--- src/rtl/i3c_hdr_ddr_pkg.sv ---
// Shared definitions for the HDR-DDR CRC5 path.
// The TX generator and the RX checker both import these, so they always agree
// on polynomial, seed and state encoding.
package i3c_hdr_ddr_pkg;

  // Low terms of x^5 + x^2 + 1; the x^5 term is implied by the shift-out.
  localparam logic [4:0] CRC5_POLY = 5'b00101;

  // Register value after init or reset.
  localparam logic [4:0] CRC5_SEED = 5'b11111;

  // Byte-serial CRC engine states.
  typedef enum logic [0:0] {
    CRC_IDLE  = 1'b0,
    CRC_SHIFT = 1'b1
  } crc_state_e;

endpackage

--- src/rtl/crc5_bit_step.sv ---
// One CRC5 step: folds a single data bit into the running CRC.
// Purely combinational so TX and RX can wrap it in their own sequencing.
module crc5_bit_step #(
  parameter logic [4:0] POLY = 5'b00101
) (
  input  logic [4:0] crc_in,
  input  logic       din,
  output logic [4:0] crc_out
);

  logic fb;

  // Feedback is the bit shifted out of the top XOR the incoming data bit.
  assign fb = crc_in[4] ^ din;

  // Bit 0 receives a zero from the shift, so only the polynomial term remains.
  assign crc_out[0] = fb & POLY[0];

  // Upper bits take the next-lower bit, XORed with the polynomial when fed back.
  for (genvar gi = 1; gi < 5; gi++) begin : g_bit
    assign crc_out[gi] = crc_in[gi-1] ^ (fb & POLY[gi]);
  end

endmodule

--- src/rtl/ddr_rx_crc5.sv ---
// RX-side CRC5 accumulator for HDR-DDR frames.
// Each byte strobed in by the deserializer is folded in one bit per cycle,
// MSB first. All outputs are registered one stage behind the internal state,
// so o_crc_value never follows inputs combinationally.
module ddr_rx_crc5
  import i3c_hdr_ddr_pkg::*;
#(
  parameter logic [4:0] CRC_POLY = CRC5_POLY,
  parameter logic [4:0] CRC_SEED = CRC5_SEED
) (
  input  logic       i_sys_clk,
  input  logic       i_sys_rst,
  input  logic       i_crc_init,
  input  logic       i_rx_crc_en,
  input  logic       i_rx_crc_data_valid,
  input  logic [7:0] i_rx_data,
  output logic [4:0] o_crc_value,
  output logic       o_crc_valid,
  output logic       o_crc_busy,
  output logic       o_crc_overrun
);

  crc_state_e state_reg, state_next;
  logic [4:0] crc_reg, crc_next;
  logic [7:0] shreg_reg, shreg_next;
  logic [2:0] cnt_reg, cnt_next;
  logic       done_reg, done_next;
  logic       ov_reg, ov_next;
  logic [4:0] step_crc;
  logic       accept;

  // A strobe only counts while the deserializer has accumulation enabled.
  assign accept = i_rx_crc_en & i_rx_crc_data_valid;

  crc5_bit_step #(
    .POLY(CRC_POLY)
  ) u_step (
    .crc_in (crc_reg),
    .din    (shreg_reg[7]),
    .crc_out(step_crc)
  );

  // State register plus the output stage that trails the internal state by one cycle.
  always_ff @(posedge i_sys_clk) begin
    if (i_sys_rst) begin
      state_reg     <= CRC_IDLE;
      crc_reg       <= CRC_SEED;
      shreg_reg     <= 8'h00;
      cnt_reg       <= 3'd0;
      done_reg      <= 1'b0;
      ov_reg        <= 1'b0;
      o_crc_value   <= CRC_SEED;
      o_crc_valid   <= 1'b0;
      o_crc_busy    <= 1'b0;
      o_crc_overrun <= 1'b0;
    end else begin
      state_reg     <= state_next;
      crc_reg       <= crc_next;
      shreg_reg     <= shreg_next;
      cnt_reg       <= cnt_next;
      done_reg      <= done_next;
      ov_reg        <= ov_next;
      o_crc_value   <= crc_reg;
      o_crc_valid   <= done_reg;
      o_crc_busy    <= (state_reg == CRC_SHIFT);
      o_crc_overrun <= ov_reg;
    end
  end

  // Next-state logic: init reseeds first, then a byte may be loaded on top of it.
  always_comb begin
    state_next = state_reg;
    crc_next   = crc_reg;
    shreg_next = shreg_reg;
    cnt_next   = cnt_reg;
    done_next  = done_reg;
    ov_next    = 1'b0;

    if (i_crc_init) begin
      state_next = CRC_IDLE;
      crc_next   = CRC_SEED;
      shreg_next = 8'h00;
      cnt_next   = 3'd0;
      done_next  = 1'b0;
    end

    case (state_reg)
      CRC_IDLE: begin
        if (accept) begin
          state_next = CRC_SHIFT;
          shreg_next = i_rx_data;
          cnt_next   = 3'd0;
          done_next  = 1'b0;
        end
      end
      CRC_SHIFT: begin
        if (i_crc_init) begin
          // Aborted byte; a simultaneous strobe starts fresh from the seed.
          if (accept) begin
            state_next = CRC_SHIFT;
            shreg_next = i_rx_data;
            cnt_next   = 3'd0;
          end
        end else begin
          // Finish the byte regardless of the enable; extra strobes are dropped.
          crc_next   = step_crc;
          shreg_next = {shreg_reg[6:0], 1'b0};
          cnt_next   = cnt_reg + 3'd1;
          ov_next    = accept;
          if (cnt_reg == 3'd7) begin
            state_next = CRC_IDLE;
            done_next  = 1'b1;
          end
        end
      end
      default: begin
        state_next = CRC_IDLE;
      end
    endcase
  end

endmodule
--- config.mk ---
export PLATFORM = sky130hd
export DESIGN_NAME = ddr_rx_crc5
export DESIGN_NICKNAME = d
export VERILOG_FILES = /design/src/rtl/i3c_hdr_ddr_pkg.sv /design/src/rtl/crc5_bit_step.sv /design/src/rtl/ddr_rx_crc5.sv
export SDC_FILE = /design/constraint.sdc
export NUM_CORES = 1
export LEC_CHECK = 0
export ABC_AREA = 0
export CORE_MARGIN = 3
export CORE_UTILIZATION = 40
export DETAILED_ROUTE_END_ITERATION = 10
export HOLD_SLACK_MARGIN = 0.06
export PLACE_DENSITY = 0.75
export SLEW_MARGIN = 10
export SYNTH_ARGS = -nofsm -noshare
export SYNTH_HDL_FRONTEND = slang
export SYNTH_SLANG_ARGS = --single-unit
--- constraint.sdc ---
create_clock -name i_sys_clk -period 3 [get_ports i_sys_clk]
set_input_delay 0.3 -clock i_sys_clk [delete_from_list [all_inputs] [get_ports i_sys_clk]]
set_output_delay 0.3 -clock i_sys_clk [all_outputs]
set_load 0.01 [all_outputs]
==> key figures, run 1 <==
Clock network
  – CTS Root Cell: clkbuf_4
  – Post-CTS sizing: 0
  – Num CTS Buffers: 3
  – Post-CTS setup buffers: 0
  – CTS max path bufs: 2
  – Post-CTS Hold Buffers: 0
  – H-Tree Depth: 1
  – TritonCTS clock tree: done
  – Clk_lat worst skew: just over 300 ps
  – Clock Sinks: 27
  – Worst-path clk slew: about 130 ps

Finish
  – Final non-filler cell total: 153
  – Area grow syn2layout: 20.5%
  – Number of flip-flops under the largest register name: 8
  – Final instance area: ~0.0013 mm²
  – Share of cells above drive strength 1: 0.0880
  – Final Net Count: 141
  – ANT cells: 0

Floorplan
  – Die area: around 0.0033 mm²
  – Core area: 0.00234 mm²
  – Die Height: 57.2 µm
  – Cell row count: 17
  – Initial Util: 0.448
  – Die W: about 57 µm
  – Number of top-level pins: 21

STA
  – Sum Neg Setup Slack: 0 ps
  – Slew @ Worst Pin: 582 ps
  – Final Hold Fails: 0
  – Final slew viol count: 0
  – Slew Limit Headroom: 0.611
  – Min Tclk post-route: 1560 ps
  – # setup viols final: 0
  – Max Freq: ~640 MHz
  – Skew final: 1.04 ps
  – Fin crit share: 0.520
  – RSZ-0062 raised after global routing: no

Routing
  – # DRC: 0
  – Wirelength per Cell: 11.9 µm
  – Initial DRC Count: 16
  – DR pass1 iterations: 4
  – Final ANT Viol Nets: 0
  – Vias per inst: 5.14
  – Final WL: 1820 µm
  – Vias: 787

Pwr
  – Int Pwr: 0.000448 W
  – Maximum vdd drop: between 200 and 300 µV
  – Power Density: 456 mW/mm²
  – Leakage: 0.452 nW
  – Psw: 0.000128 W
  – Sequential fraction of design power: 0.650
  – Gate power share: 0.091
  – Sw Share: 0.222
  – Clock network fraction of design power: 0.259

Logic synthesis
  – Synth unique cells: 29
  – Main area contributors after synthesis: dfxtp_1 (52%), a311oi_1 (5.9%), nand3b_1 (5.0%)
  – Mapped cell area: 0.00105 mm²
  – Area share of the largest cell type after synthesis: 0.516
  – Syn nets: 124
  – Seq/Total Area, Yosys: 0.516
  – Area leader, netlist: dfxtp_1
  – Synth warn: 0
  – Mapped Cells: 109
  – Synth Register Bits: 27
  – Syn avg cell area: 9.61 µm²

GRT
  – Largest net degree at the start of global routing: 20
  – Total gr overflow: 0
  – Vias in the first global route: 692
  – GRT Total Usage: 0.118
  – First-pass GRT wire length: 3000 µm
  – Initial antenna violation count: 0

Critical path
  – Crit path arrival time: about 1800 ps
  – WP data required: 3210 ps
  – CP max stage delay: 700 ps
  – Crit-path max FO: 19
  – WS Path Type: in -> reg
  – Reg2reg path depth: 3
  – CP Cell Sequence: clkdlybuf4s50_1 > or2_0 > a211o_1
  – Critical Path Start Type: primary input
  – Worst Setup End Kind: flip-flop
  – CP max stage cell: clkdlybuf4s50_1

Placed design
  – Placed instance count: 149
  – Placed cell area: 0.00124 mm²
  – Port bufs: 20
  – Hpwl dp: 1340 µm
  – Gpl congestion: slightly below 0.8

Hold path
  – Cell count of the worst hold path: 1
  – HP Class: reg -> reg

Flow run
  – Number of max-cap violations: 0

Status
  – Status: completed
[per-stage QoR]
step / setup slack (ps) / util / power (W) / hold slack, ps
5_1_grt: 1360 / 0.540 / 0.000603 / 486
6_report: 1440 / 0.540 / 0.000576 / 455
3_5_place_dp: 1080 / 0.528 / 0.000435 / 434
3_3_place_gp: 1140 / 0.528 / 0.000433 / 417
4_1_cts: 1430 / 0.540 / 0.000584 / 466
2_1_floorplan: 1900 / - / 0.000413 / 411
[metal layers]
metal,up-vias,GRT usage,wire length (µm)
li1,404,-,-
met1,361,0.144,851
met2,18,0.194,849
met3,4,0.0271,83
met4,0,0.0596,31
met5,-,0,0
[cell usage after synthesis]
cell,number
mux2_2,1
nor2_1,11
nor3_1,1
a21oi_1,5
o211ai_1,1
clkbuf_1,2
a211o_1,2
and2b_1,1
ha_1,2
nand2_1,13
nand2b_1,1
buf_2,4
and2_1,1
buf_6,1
a311oi_1,7
o21ai_0,1
nand2b_2,1
or2_0,1
dfxtp_1,27
nand2_2,1
inv_1,1
mux2i_1,3
nand4b_1,1
or2_2,5
nand3b_1,7
xnor2_1,2
nor2b_1,2
nand3_1,3
buf_4,1
[cells by family (layout without fill, tap and decap cells)]
group	Yosys count	in the layout	share of synthesized area
compound gates	16	16	0.111
mux	4	4	0.0394
flops	27	27	0.516
xor+xnor	2	2	0.0167
simple gates	49	49	0.245
buf+inv	9	25	0.0478
fa+ha+maj	2	2	0.0239
[placed cells by master, fill, tap and decap left out, drive strengths merged, types with 2 or more instances in the layout]
cell / n
a311oi: 7
or2: 6
clkbuf: 4
nor2b: 2
nand3: 3
a21oi: 5
ha: 2
nand3b: 7
xnor2: 2
a211o: 2
nand2: 14
nor2: 11
dfxtp: 27
clkdlybuf4s50: 20
mux2i: 3
nand2b: 2
[power by group through the flow]
| stage | sequential, W | combinational (W) | clock [W] |
|---|---|---|---|
| after CTS | 0.000374 | 0.0000527 | 0.000156 |
| after floorplan | 0.000379 | 0.0000341 | 0 |
| after global routing | 0.000376 | 0.0000575 | 0.000170 |
| after detailed placement | 0.000382 | 0.0000528 | 0 |
| final | 0.000374 | 0.0000524 | 0.000149 |
| after global placement | 0.000382 | 0.0000514 | 0 |
[cell type report]
cell class / instances / area [µm²]
fillers: 225 / 1080
flip-flops and latches: 27 / 541
multi-input cells: 73 / 457
repair buffers: 20 / 200
well taps: 28 / 35.0
clock buffers: 4 / 26.3
inverters: 1 / 3.75
[critical path: cells and delay by family]
family                 cells  cell delay, ps
AND/OR/NAND/NOR            1             460
AO/OA/AOI/OAI              1             320
buffers and inverters      1             700
[final timing paths]
kind / from / to / slack, ps
worst min-delay path: ov_reg / o_crc_overrun / 460
worst max register to register: state_reg / state_reg / 1660
worst max-delay path: i_sys_rst / crc_reg[0] / 1440
worst min register to register: ov_reg / o_crc_overrun / 460
(Power assumes the default switching activity.)
==> inputs of run 2 (changes only) <==
==> constraint.sdc (replaced) <==
create_clock -name i_sys_clk -period 1.5 [get_ports i_sys_clk]
set_input_delay 0.15 -clock i_sys_clk [delete_from_list [all_inputs] [get_ports i_sys_clk]]
set_output_delay 0.15 -clock i_sys_clk [all_outputs]
set_load 0.01 [all_outputs]
==> key figures, run 2 (synthesis gave the netlist of run 1 again) <==
Critical path
  – Critical Path Start Type: flip-flop
  – Worst Setup End Kind: primary output
  – WP data required: 1350 ps
  – CP max stage cell: clkdlybuf4s50_1
  – CP bufs+invs: 1
  – Top delay family on crit path: buffers and inverters
  – Crit-path max FO: 1
  – Worst reg-to-reg setup slack: 210 ps
  – CP Cell Sequence: clkdlybuf4s50_1
  – Crit path arrival time: 1170 ps
  – WS Path Type: reg -> out
  – CP max stage delay: 530 ps

Pwr
  – Clock network fraction of design power: 0.257
  – Sw Share: 0.223
  – Power Density: 891 mW/mm²
  – Sequential fraction of design power: 0.643
  – Maximum vdd drop: 607 µV
  – Leakage: 0.476 nW
  – Int Pwr: approximately 0.0009 W
  – Psw: 0.000259 W
  – Gate power share: 0.100

GRT
  – GRT Total Usage: 0.121
  – Vias in the first global route: roughly 700
  – Total gr overflow: 0
  – Initial antenna violation count: 0
  – First-pass GRT wire length: 3150 µm
  – Largest net degree at the start of global routing: 19

Clock network
  – Worst-path clk slew: roughly 130 ps
  – H-Tree Depth: 1
  – Post-CTS Hold Buffers: 0
  – CTS Root Cell: clkbuf_4
  – Post-CTS sizing: 0
  – Post-CTS setup buffers: 0
  – Clock Sinks: 27
  – TritonCTS clock tree: done
  – CTS max path bufs: 2
  – Clk_lat worst skew: 310 ps
  – Num CTS Buffers: 3

Finish
  – Final Net Count: 145
  – Reg area: around 540 µm²
  – Most common cell after layout, fill and taps aside: dfxtp_1
  – Footprint of the multi-input gates: 457 µm²
  – Number of flip-flops under the largest register name: 8
  – Area grow syn2layout: 24.6%
  – Share of cells above drive strength 1: 0.116
  – ANT cells: 0
  – Commonest cells after routing, fill and taps aside: dfxtp_1 (27), clkdlybuf4s50_1 (20), nand2_1 (13), nor2_1 (11)
  – Final instance area: 0.00131 mm²
  – Util after Layout: 0.558
  – Final non-filler cell total: roughly 160
  – Fillers: 227

Placed design
  – Placed cell area: 0.00128 mm²
  – Port bufs: 20
  – Pre-CTS setup slack: roughly 95 ps
  – Gpl congestion: ~0.8
  – Placed instance count: between 150 and 200
  – Hpwl dp: 1330 µm

STA
  – # setup viols final: 0
  – Final slew viol count: 0
  – Min Tclk post-route: about 1300 ps
  – Setup ws final: 180 ps
  – RSZ-0062 raised after global routing: no
  – Skew final: 2.57 ps
  – Slew Limit Headroom: 0.715
  – Max Freq: between 700 and 800 MHz
  – Final Hold Fails: 0
  – Sum Neg Setup Slack: 0 ps
  – Slew @ Worst Pin: 427 ps
  – Fin crit share: 0.880

Routing
  – DR pass1 iterations: 4
  – Wirelength per Cell: 11.7 µm
  – Final WL: 1840 µm
  – Final ANT Viol Nets: 0
  – Initial DRC Count: 9
  – # DRC: 0
  – Vias: 809
  – Vias per inst: 5.15

Floorplan
  – Die W: 57.2 µm
  – Core area: 0.00234 mm²
  – Cell row count: 17
  – Number of top-level pins: 21
  – Die area: between 0.003 and 0.004 mm²
  – Initial Util: 0.448
  – Die Height: 57.2 µm

Status
  – Status: completed

Hold path
  – HP Class: in -> reg

Flow run
  – Number of max-cap violations: 0
-- run 2: final cells by class --
class | instances | share of cell area
Multi-Input combinational cell | 73 | 0.350
Tap cell | 28 | 0.0268
Clock buffer | 4 | 0.0201
Inverter | 1 | 0.00288
Sequential cell | 27 | 0.414
Timing Repair Buffer | 24 | 0.186
-- run 2: path summary, 6_finish.rpt --
kind / start / endpoint / depth (start not counted)
min reg2reg: ov_reg / o_crc_overrun / 1
max reg2reg: state_reg / crc_reg[0] / 2
min: i_rx_data[4] / shreg_reg[4] / 3
max: o_crc_value[0] / o_crc_value[0] / 1
-- run 2: through the flow --
step / hold slack [ps] / total power, W
2_1_floorplan: 309 / 0.000827
3_3_place_gp: 412 / 0.000877
3_5_place_dp: 433 / 0.000880
4_1_cts: 387 / 0.00118
5_1_grt: 384 / 0.00122
6_report: 398 / 0.00116
-- run 2: power groups by stage --
stage,clock network (W),logic [W],registers [W]
3_5_place_dp,0,0.000117,0.000764
2_1_floorplan,0,0.0000683,0.000759
4_1_cts,0.000311,0.000117,0.000748
3_3_place_gp,0,0.000114,0.000763
6_report,0.000298,0.000117,0.000748
5_1_grt,0.000345,0.000127,0.000751
-- run 2: routing by layer --
layer  share of wire  vias to the layer above  GRT usage  wire (µm)
li1                -                      409          -          -
met1            0.45                      366      0.153        828
met2            0.48                       32      0.196        877
met3           0.066                        2     0.0271        122
met4          0.0054                        0     0.0596         10
met5               0                        -          0          0
-- run 2: tightest hold or removal path: cells and delay by family --
family                 cells  cell delay, ps
buffers and inverters      1             400
AO/OA/AOI/OAI              1              70
AND/OR/NAND/NOR            1              50
==> inputs of run 3 (changes only) <==
--- a/config.mk
+++ b/config.mk
@@ -10,7 +10,7 @@
 export CORE_UTILIZATION = 40
 export DETAILED_ROUTE_END_ITERATION = 10
 export HOLD_SLACK_MARGIN = 0.06
-export PLACE_DENSITY = 0.75
+export PLACE_DENSITY = 0.68
 export SLEW_MARGIN = 10
 export SYNTH_ARGS = -nofsm -noshare
 export SYNTH_HDL_FRONTEND = slang
==> key figures, run 3 (synthesis gave the netlist of run 1 again) <==
Finish
  – Most common cell after layout, fill and taps aside: dfxtp_1
  – Share of cells above drive strength 1: 0.131
  – ANT cells: 0
  – Fillers: 235
  – Final Net Count: 146
  – Area grow syn2layout: 25.4%
  – Util after Layout: 0.561
  – Commonest cells after routing, fill and taps aside: dfxtp_1 (27), clkdlybuf4s50_1 (20), nand2_1 (13), nor2_1 (11)
  – Final instance area: 0.00131 mm²
  – Number of flip-flops under the largest register name: 8

Critical path
  – Worst reg-to-reg setup slack: slightly below 400 ps
  – CP max stage delay: 520 ps
  – Crit-path max FO: 1
  – WS Path Type: reg -> out
  – Top delay family on crit path: buffers and inverters
  – Crit path arrival time: 1180 ps
  – WP data required: 1350 ps
  – CP max stage cell: clkdlybuf4s50_1
  – Worst reg2reg startpoint: cnt_reg[0]
  – Worst R2R End: state_reg
  – Reg2reg path depth: 4
  – Critical Path Start Type: flip-flop
  – Worst Setup End Kind: primary output
  – CP Cell Sequence: clkdlybuf4s50_1
  – CP bufs+invs: 1

Pwr
  – Psw: 0.000268 W
  – Gate power share: 0.104
  – Int Pwr: 0.000902 W
  – Sequential fraction of design power: 0.636
  – Leakage: 0.484 nW
  – Maximum vdd drop: 633 µV
  – Sw Share: 0.229
  – Total power: around 0.0012 W
  – Power Density: 891 mW/mm²
  – Clock network fraction of design power: 0.260

Hold path
  – HP Class: in -> reg
  – Hold Startpoint: i_rx_data[1]
  – Hold Path Sink: shreg_reg[1]
  – Cell count of the worst hold path: 3

Floorplan
  – Core area: 0.00234 mm²
  – Number of top-level pins: 21
  – Cell row count: 17
  – Die area: 0.00327 mm²
  – Die Height: 57.2 µm
  – Initial Util: 0.448
  – Die W: 57.2 µm

GRT
  – First-pass GRT wire length: 3260 µm
  – Initial antenna violation count: 0
  – GRT Total Usage: 0.123
  – Largest net degree at the start of global routing: 19
  – Vias in the first global route: 796
  – Total gr overflow: 0

Clock network
  – Post-CTS setup buffers: 0
  – Clk_lat worst skew: about 320 ps
  – Post-CTS Hold Buffers: 0
  – TritonCTS clock tree: done
  – Worst-path clk slew: between 100 and 150 ps
  – CTS max path bufs: 2
  – Num CTS Buffers: 3
  – Post-CTS sizing: 0
  – Clock Sinks: 27
  – CTS Root Cell: clkbuf_4
  – H-Tree Depth: 1

STA
  – Slew Limit Headroom: 0.812
  – Final slew viol count: 0
  – Fin crit share: 0.889
  – Sum Neg Setup Slack: 0 ps
  – Final Hold Fails: 0
  – Slew @ Worst Pin: 282 ps
  – Setup ws final: 166 ps
  – RSZ-0062 raised after global routing: no
  – Skew final: 11.2 ps
  – Max Freq: 750 MHz
  – # setup viols final: 0
  – Min Tclk post-route: about 1300 ps

Flow run
  – Number of max-cap violations: 0

Routing
  – Wirelength per Cell: 11.8 µm
  – Final ANT Viol Nets: 0
  – Initial DRC Count: 10
  – # DRC: 0
  – DR pass1 iterations: 4
  – Final WL: 1860 µm
  – Vias per inst: 5.11
  – Vias: just over 800

Placed design
  – Pre-CTS setup slack: about 110 ps
  – Hpwl dp: 1390 µm
  – Gpl congestion: 0.723
  – Port bufs: 20
  – Placed cell area: 0.00129 mm²

Status
  – Status: completed
-- run 3: changes by cell type in the layout (fill, tap and decap cells not counted) --
| cell | delta |
|---|---|
| buf_4 | +1 |
| clkbuf_1 | -1 |
| clkinv_2 | +1 |
-- run 3: per-layer routing --
metal  part of all wire  track usage  vias up
li1                   -            -      417
met1               0.49        0.144      377
met2               0.47        0.220       14
met3              0.044       0.0407        0
met4                  0       0.0199        0
met5                  0            0        -
-- run 3: per-stage QoR --
| stage | cells | hold slack [ps] |
|---|---|---|
| 3_3_place_gp | 154 | 420 |
| 5_1_grt | 158 | 388 |
| 2_1_floorplan | 109 | 309 |
| 6_report | 158 | 387 |
| 3_5_place_dp | 154 | 428 |
| 4_1_cts | 158 | 376 |
-- run 3: power groups by stage --
stage | combinational (W) | sequential [W] | clock, W
floorplan | 0.0000683 | 0.000759 | 0
global placement | 0.000121 | 0.000760 | 0
detailed placement | 0.000123 | 0.000760 | 0
CTS | 0.000123 | 0.000745 | 0.000323
global route | 0.000134 | 0.000747 | 0.000346
finish | 0.000122 | 0.000744 | 0.000304
-- run 3: area by class of cell --
| cell class | count | area (µm²) | area share |
|---|---|---|---|
| clock buffer | 3 | 22.5 | 0.0171 |
| sequential | 27 | 541 | 0.411 |
| clock inverter | 1 | 5.00 | 0.00381 |
| inverter | 1 | 3.75 | 0.00286 |
| multi-input combinational | 73 | 457 | 0.348 |
| tap | 28 | 35.0 | 0.0267 |
| timing repair buffer | 25 | 250 | 0.190 |
-- run 3: worst register-to-register path, cell delays in order (launching register included) --
cell and delay, ps:
dfxtp_1 350, ha_1 200, ha_1 190, mux2_2 260
nor2_1 70
-- run 3: worst max-delay path by stage --
stage                              start             end  cells past startpoint
after floorplan               cnt_reg[0]       state_reg                      4
after global placement       i_rx_crc_en    shreg_reg[7]                      4
after detailed placement     i_rx_crc_en    shreg_reg[6]                      4
after CTS                 o_crc_value[2]  o_crc_value[2]                      1
after global routing      o_crc_value[0]  o_crc_value[0]                      1
final                     o_crc_value[2]  o_crc_value[2]                      1
